[config.mk]
export PLATFORM = sky130hd
export DESIGN_NAME = parallel_tx_handshake_ctrl
export DESIGN_NICKNAME = d
export VERILOG_FILES = /design/src/rtl/parallel_tx_handshake_ctrl.sv
export SDC_FILE = /design/constraint.sdc
export NUM_CORES = 1
export LEC_CHECK = 0
export BUFFER_PORTS_ARGS = -buffer_cell sky130_fd_sc_hd__clkbuf_2
export CAP_MARGIN = 20
export CORE_MARGIN = 2
export CORE_UTILIZATION = 58
export DETAILED_ROUTE_END_ITERATION = 16
export GPL_ROUTABILITY_DRIVEN = 0
export PLACE_DENSITY_LB_ADDON = 0.12
export SETUP_SLACK_MARGIN = 0.1
export SLEW_MARGIN = 10
export SYNTH_ARGS = -nofsm -noshare
export SYNTH_HDL_FRONTEND = slang
export SYNTH_SLANG_ARGS = --single-unit
[constraint.sdc]
create_clock -name clk_src -period 3.35 [get_ports clk_src]
set_input_delay 0.335 -clock clk_src [delete_from_list [all_inputs] [get_ports clk_src]]
set_output_delay 0.335 -clock clk_src [all_outputs]
set_load 0.005 [all_outputs]
[src/rtl/parallel_tx_handshake_ctrl.sv]
// Source side of the inter-FPGA parallel link: valid/ready intake, registered
// bus drive, 4-phase req/ack sequencing against a synchronized remote ack.
module parallel_tx_handshake_ctrl #(
    parameter int DATA_W       = 8,
    parameter int SYNC_STAGES  = 2,
    parameter int SETUP_CYCLES = 2,
    parameter int TIMEOUT      = 1024
) (
    input  logic              clk_src,
    input  logic              rst_src_n,
    input  logic [DATA_W-1:0] s_data,
    input  logic              s_valid,
    output logic              s_ready,
    output logic [DATA_W-1:0] tx_data,
    output logic              tx_req,
    input  logic              tx_ack_async,
    input  logic              clr_err,
    output logic              busy,
    output logic              err_timeout,
    output logic [15:0]       xfer_cnt
);

    localparam int SW = (SETUP_CYCLES > 1) ? $clog2(SETUP_CYCLES) : 1;
    localparam int PW = (TIMEOUT > 1) ? $clog2(TIMEOUT) : 1;
    localparam logic [SW-1:0] SETUP_LOAD = SW'(SETUP_CYCLES - 1);
    localparam logic [PW-1:0] PHASE_LAST = (TIMEOUT > 0) ? PW'(TIMEOUT - 1) : '0;

    typedef enum logic [2:0] {IDLE, SETUP, WAIT_HI, WAIT_LO, ERR} state_t;

    state_t                 state_q, state_d;
    logic [SYNC_STAGES-1:0] ack_ff;
    logic                   ack_sync;
    logic [SW-1:0]          setup_cnt;
    logic [PW-1:0]          phase_cnt;
    logic                   phase_to;
    logic                   accept;
    logic                   done;

    // Remote ack is asynchronous; only the last flop of this chain is used.
    always_ff @(posedge clk_src or negedge rst_src_n) begin
        if (!rst_src_n) ack_ff <= '0;
        else            ack_ff <= {ack_ff[SYNC_STAGES-2:0], tx_ack_async};
    end
    assign ack_sync = ack_ff[SYNC_STAGES-1];

    // Fires on the last permitted cycle of a wait phase; exit conditions take priority.
    assign phase_to = (TIMEOUT != 0) && (phase_cnt == PHASE_LAST);

    always_comb begin
        state_d = state_q;
        accept  = 1'b0;
        done    = 1'b0;
        case (state_q)
            IDLE: begin
                if (s_valid && s_ready) begin
                    state_d = SETUP;
                    accept  = 1'b1;
                end
            end
            SETUP: begin
                if (setup_cnt == '0) state_d = WAIT_HI;
            end
            WAIT_HI: begin
                if (ack_sync)      state_d = WAIT_LO;
                else if (phase_to) state_d = ERR;
            end
            WAIT_LO: begin
                if (!ack_sync) begin
                    state_d = IDLE;
                    done    = 1'b1;
                end else if (phase_to) begin
                    state_d = ERR;
                end
            end
            ERR: begin
                if (clr_err && !ack_sync) state_d = IDLE;
            end
            default: state_d = IDLE;
        endcase
    end

    always_ff @(posedge clk_src or negedge rst_src_n) begin
        if (!rst_src_n) begin
            state_q     <= IDLE;
            s_ready     <= 1'b0;
            tx_req      <= 1'b0;
            err_timeout <= 1'b0;
        end else begin
            state_q     <= state_d;
            s_ready     <= (state_d == IDLE);
            tx_req      <= (state_d == WAIT_HI);
            err_timeout <= (state_d == ERR);
        end
    end

    always_ff @(posedge clk_src or negedge rst_src_n) begin
        if (!rst_src_n) begin
            setup_cnt <= '0;
            phase_cnt <= '0;
            tx_data   <= '0;
            xfer_cnt  <= '0;
        end else begin
            if (accept)
                setup_cnt <= SETUP_LOAD;
            else if (state_q == SETUP && setup_cnt != '0)
                setup_cnt <= setup_cnt - 1'b1;

            // Cleared on every state change, so each wait phase starts from zero.
            if (state_d != state_q)
                phase_cnt <= '0;
            else if (state_q == WAIT_HI || state_q == WAIT_LO)
                phase_cnt <= phase_cnt + 1'b1;

            if (accept) tx_data  <= s_data;
            if (done)   xfer_cnt <= xfer_cnt + 16'd1;
        end
    end

    assign busy = (state_q != IDLE);

endmodule

==> out/results.txt, run 1 <==
FMAX: 0.458 GHz
Post-Syn Area per Cell: 11.4 um2
Yosys reg bits: 43
switching part of the total power: 0.353
die area: 3990 um2
critical path data arrival time: 2.46 ns
CP Launch Type: flop
Yosys Warn Count: 0
met2 Use GR: 0.359
total gr overflow: 0
placed cells: 258
Pint: 943 uW
VDD IR max: 0.000450 V
final-report max-slew violation count: 0
Non-Filler Instances: 268
CP max FO: 10
Horiz. Die Dim: 63.2 um
post_cts resized: 0
layout cells sized above 1: 0.297
CP Class: reg2reg
final net count: 236
Mapped Area: 2030 um2
DRC errors left: 0
Final Power: 1460 uW
fin area: 2320 um2
post-CTS setup buffers: 0
sequential area share after synthesis: 0.530
via count: 1472
Clock Power Share: 0.181
HPWL after DPL: 2680 um
Hold WS: 0.0768 ns
initial antenna violation count: 0
Setup Skew: 0.0163 ns
sequential share of power: 0.516
worst-margin pin slew: 0.610 ns
drt total wl: 3720 um
most common cell after layout, fill and taps aside: dfrtp_1
Clk pin slew, worst setup/hold paths: 0.12 ns
met3 usage: 0.0714
Post-Synthesis Net Count: 194
Final Hold Viols: 0
cts hold-fix bufs: 0
DRT iter0 DRCs: 81
CTS root buffer: clkbuf_4
first-pass GRT wire length: 6710 um
count of cell types in the netlist: 41
cts bufs inserted: 5
WL/cell: 13.9 um
CTS sink count: 43
part of the power in combinational logic: 0.303
Routed Antenna Nets: 0
placed cell area: 2220 um2
Rows: 21
H-tree depth: 2
area delta synth->final: 14.3%
Die Ht: 63.2 um
drt via density: 5.49
Gate Count Post-Synth: 179
busiest grt layer: met2
Critical Path Sink Type: flop
clk buf depth: 2
antenna cells: 0
min-delay worst type: in2reg
pin count of the biggest net entering global routing: 44
Finish-stage setup viols: 0
gr usage total: 0.216
setup tns final: 0 ns
status: completed
TritonCTS clock tree: yes
Max-cap violations: 0
commonest non-fill, non-tap cells in the layout: dfrtp_1, clkbuf_2, xnor2_1
post-route clock period utilization: 0.651
PwrDens: 628 nW/um2
core area: 3360 um2
io pins: 41
fin crit period: 2.18 ns
Initial DRT Pass Iterations: 4
Clk Latency, worst-skew pair: 0.37 ns
grt met1 use: 0.271
net switching power: 515 uW
port bufs: 40
RSZ-0062 raised after global routing: false
Initial Util: 0.604
Pleak: 0.00109 uW
Slew HR: 0.589
number of global-route vias before repair: 1446
Worst EP required: 3.63 ns
[cell families (layout without fill, tap and decap cells)]
group,Yosys count,after routing,synth area share
mux,9,9,0.0493
buf+inv,12,55,0.0419
compound gates,24,24,0.0739
flops,43,43,0.530
fa+ha+maj,2,2,0.0123
xor+xnor,25,25,0.108
simple gates,64,64,0.185
[power groups by stage]
stage / clock network, uW / registers (uW) / logic, uW
6_report: 264 / 753 / 442
5_1_grt: 304 / 777 / 495
4_1_cts: 274 / 750 / 443
3_5_place_dp: 0 / 761 / 441
3_3_place_gp: 0 / 749 / 419
2_1_floorplan: 0 / 729 / 327
[sequential cells by signal (all words and copies together) (netlist names)]
register,flops
xfer_cnt,16
phase_cnt,10
tx_data,8
state_q,3
ack_ff,2
err_timeout,1
s_ready,1
setup_cnt,1
tx_req,1
[critical path, cell delays in order, from the launching register on]
cell      delay [ns]
dfrtp_1         0.42
ha_1            0.23
nand4_1         0.18
or4_4           0.57
a2111o_1        0.53
a21oi_1         0.19
[cell usage after synthesis]
cell type,number,area share
clkdlybuf4s50_2,1,0.0055
a21o_1,1,0.0037
mux2_2,8,0.044
a21o_2,1,0.0043
o21ai_0,1,0.0025
o21a_1,2,0.0074
or3_2,1,0.0037
nor2_1,7,0.013
clkbuf_1,2,0.0037
dfrtp_1,43,0.53
nor3b_1,1,0.0037
nand2_1,17,0.031
nand4bb_1,1,0.0055
nand4_2,1,0.0062
nor2b_1,1,0.0031
nor4_1,6,0.018
a21oi_1,15,0.037
o311a_2,1,0.0055
ha_1,2,0.012
nand3b_1,3,0.011
xnor2_1,19,0.082
a211oi_1,1,0.0037
mux2i_1,1,0.0049
nand3b_4,1,0.0099
and2b_2,1,0.0043
nor3_1,5,0.012
and4b_1,1,0.0049
and4_1,2,0.0086
and2_1,1,0.0031
a311oi_1,1,0.0043
clkbuf_8,1,0.0068
buf_6,3,0.017
a2111o_1,1,0.0055
inv_1,5,0.0092
or4_2,1,0.0043
or4_4,1,0.0055
xor2_1,6,0.026
nand4_1,4,0.012
nand2b_1,2,0.0062
or2_2,1,0.0031
nand3_1,6,0.015
[final timing paths]
kind | from | slack (ns) | depth (start not counted) | to
worst min-delay path | tx_ack_async | 0.08 | 1 | ack_ff[0]
worst max register to register | phase_cnt[0] | 1.17 | 5 | phase_cnt[3]
max in group asynchronous | rst_src_n | 2.37 | 3 | tx_data[3]
min in group asynchronous | rst_src_n | 0.46 | 2 | tx_data[0]
worst max-delay path | phase_cnt[0] | 1.17 | 5 | phase_cnt[3]
worst min register to register | ack_ff[0] | 0.36 | 0 | ack_ff[1]
[layout make-up]
class	instances	area (um2)
timing repair buffer	42	238
clock buffer	5	37.5
tap	46	57.6
sequential	43	1080
clock inverter	3	23.8
multi-input combinational	124	871
inverter	5	18.8
fill	299	1040
[metal layers]
layer	wire, um	vias up	part of all wire
met2	1880	55	0.50
met4	37	0	0.010
met3	245	6	0.066
met5	0	-	0
met1	1560	704	0.42
li1	-	707	-
[per-stage QoR]
| stage | util | setup WS [ns] |
|---|---|---|
| finish | 0.690 | 1.17 |
| floorplan | - | 1.42 |
| global route | 0.690 | 1.06 |
| CTS | 0.679 | 1.18 |
| detailed placement | 0.661 | 1.20 |
| global placement | 0.661 | 1.32 |
(Power assumes the default switching activity.)
==> run 2, diff against run 1 <==
--- a/config.mk
+++ b/config.mk
@@ -8,7 +8,7 @@
 export BUFFER_PORTS_ARGS = -buffer_cell sky130_fd_sc_hd__clkbuf_2
 export CAP_MARGIN = 20
 export CORE_MARGIN = 2
-export CORE_UTILIZATION = 58
+export CORE_UTILIZATION = 54
 export DETAILED_ROUTE_END_ITERATION = 16
 export GPL_ROUTABILITY_DRIVEN = 0
 export PLACE_DENSITY_LB_ADDON = 0.12
==> constraint.sdc (replaced) <==
create_clock -name clk_src -period 2.3 [get_ports clk_src]
set_input_delay 0.23 -clock clk_src [delete_from_list [all_inputs] [get_ports clk_src]]
set_output_delay 0.23 -clock clk_src [all_outputs]
set_load 0.005 [all_outputs]
==> run 2 against run 1 <==
Net effect: via count increased by 1.7%; register-to-register slack got worse by 1.0 ns; clock-buffer cell count grew 1; largest power group unchanged; the flow now finishes with violations (negative hold slack); critical endpoint is now phase_cnt[1]; combinational power is 54% higher; clock skew fell by 0.0090 ns; die area grew 6.9%.
==> out/results.txt, run 2 (synthesis gave the netlist of run 1 again) <==
RSZ-0062 raised after global routing: true
min-delay worst type: in2async
WL/cell: 14.7 um (+5.8%)
final-report max-slew violation count: 0 (unchanged)
initial antenna violation count: 0 (unchanged)
Horiz. Die Dim: 65.3 um (+3.4%)
final net count: 240 (+1.7%)
CTS sink count: 43 (unchanged)
FMAX: 0.468 GHz (+2.2%)
first-pass GRT wire length: 6590 um (-1.7%)
die area: 4270 um2 (+6.9%)
via count: 1497 (+1.7%)
Rows: 22 (+4.8%)
io pins: 41 (unchanged)
Max-cap violations: 0 (unchanged)
dpl ws: 0.156 ns (-1.05 ns)
Crit. Startpoint: phase_cnt[1]
Die Ht: 65.3 um (+3.4%)
crit path capture: phase_cnt[1]
VDD IR max: 0.000467 V (+3.9%)
area delta synth->final: 16.6%
Initial Util: 0.559 (-0.0449)
CP Launch Type: flop
cts bufs inserted: 5 (unchanged)
drt total wl: 3990 um (+7.4%)
gr usage total: 0.207 (-0.00954)
Clk Latency, worst-skew pair: 0.29 ns (-0.08 ns)
DRC errors left: 0 (unchanged)
R2R Setup Slk: 0.16 ns (-1.00 ns)
status: finished, violations left
port bufs: 40 (unchanged)
fin crit period: 2.14 ns (-0.0462 ns)
R2R Path End: phase_cnt[1]
antenna cells: 0 (unchanged)
Slew HR: 0.656 (+0.0664)
total gr overflow: 0 (unchanged)
layout cells sized above 1: 0.326 (+0.0286)
R2R depth: 5 (unchanged)
DRT iter0 DRCs: 78 (-3.7%)
fin area: 2370 um2 (+2.0%)
Routed Antenna Nets: 0 (unchanged)
Finish-stage setup viols: 0 (unchanged)
PwrDens: 930 nW/um2 (+48%)
number of global-route vias before repair: 1492 (+3.2%)
biggest regs: xfer_cnt x16, phase_cnt x10, tx_data x8
CP Class: reg2reg
Initial DRT Pass Iterations: 4 (unchanged)
HPWL after DPL: 2800 um (+4.8%)
Setup Skew: 0.00733 ns (-0.00898 ns)
Final Hold Viols: 20 (+20)
pin count of the biggest net entering global routing: 44 (unchanged)
Worst EP required: 2.51 ns (-1.12 ns)
Non-Filler Instances: 272 (+1.5%)
worst-margin pin slew: 0.516 ns (-0.0940 ns)
setup tns final: 0 ns (unchanged)
Clk pin slew, worst setup/hold paths: 0.08 ns (-0.04 ns)
commonest non-fill, non-tap cells in the layout: dfrtp_1, clkbuf_2, xnor2_1
placed cell area: 2260 um2 (+1.5%)
fillers: 309 (+3.3%)
cts hold-fix bufs: 0 (unchanged)
core area: 3630 um2 (+8.0%)
failing checks: negative hold slack
max FFs per register: 16 (unchanged)
most common cell after layout, fill and taps aside: dfrtp_1
Pleak: 0.00110 uW (+1.4%)
Critical Path Sink Type: flop
placed cells: 264 (+2.3%)
Hold WS: -0.00848 ns (-0.0853 ns)
worst r2r src: phase_cnt[1]
H-tree depth: 2 (unchanged)
CTS root buffer: clkbuf_8
critical path data arrival time: 2.35 ns (-0.11 ns)
drt via density: 5.50 (+0.20%)
Largest Register: xfer_cnt
TritonCTS clock tree: yes
post-route clock period utilization: 0.928 (+0.277)
CP max FO: 5 (-5)
final worst slack: 0.165 ns (-1.00 ns)
clk buf depth: 2 (unchanged)
==> run 2: cell types whose count changed in the layout (fill, tap and decap cells not counted), sizes merged <==
cell         before  now
clkinvlp          2    0
clkbuf           45   46
inv               6    5
buf               1    5
a2111o            1    2
dlygate4sd3       1    0
==> run 2: worst min-delay path by stage <==
stage	from	to	slack [ns]	cells past startpoint
6_report	rst_src_n	phase_cnt[5]	-0.008	2
5_1_grt	rst_src_n	state_q[0]	0.03	2
4_1_cts	rst_src_n	state_q[1]	0.01	2
3_5_place_dp	rst_src_n	phase_cnt[8]	0.33	2
3_3_place_gp	rst_src_n	phase_cnt[8]	0.32	2
2_1_floorplan	rst_src_n	ack_ff[0]	-0.07	0
==> run 2: per-layer routing <==
metal | part of all wire | track usage
met5 | 0 | 0
met4 | 0.019 | 0.0781
met2 | 0.51 | 0.353
met1 | 0.41 | 0.245
met3 | 0.065 | 0.0634
==> run 2: worst max-delay path: stages, from the launching register on <==
cell and delay (ns):
dfrtp_1 0.38, ha_2 0.21, nand4_1 0.14, or4_4 0.58, a2111o_1 0.56, a21oi_1 0.19
==> run 2: layout make-up <==
cell class | count | area, um2 | area share
Clock buffer | 6 | 72.6 | 0.0306
Sequential cell | 43 | 1080 | 0.455
Timing Repair Buffer | 45 | 238 | 0.100
Tap cell | 48 | 60.1 | 0.0254
Multi-Input combinational cell | 125 | 902 | 0.381
Inverter | 5 | 18.8 | 0.00792
==> run 2: repair_timing <==
| action | in CTS | in global routing |
|---|---|---|
| setup buffers | 0 | 1 |
| gates resized for setup | 0 | 6 |
| setup endpoints to repair | 0 | 12 |
==> run 2: stage by stage <==
step                      hold WS [ns]   util  power, uW
final                         -0.00848  0.652       2200
after CTS                       0.0123  0.641       2190
after floorplan                -0.0656      -       1540
after detailed placement         0.331  0.621       1760
after global routing            0.0328  0.652       2370
after global placement           0.318  0.621       1720
==> run 2: power breakdown <==
part	total, uW	internal [uW]	switching, uW
combinational	681	347	334
clock	438	202	236
sequential	1080	920	164
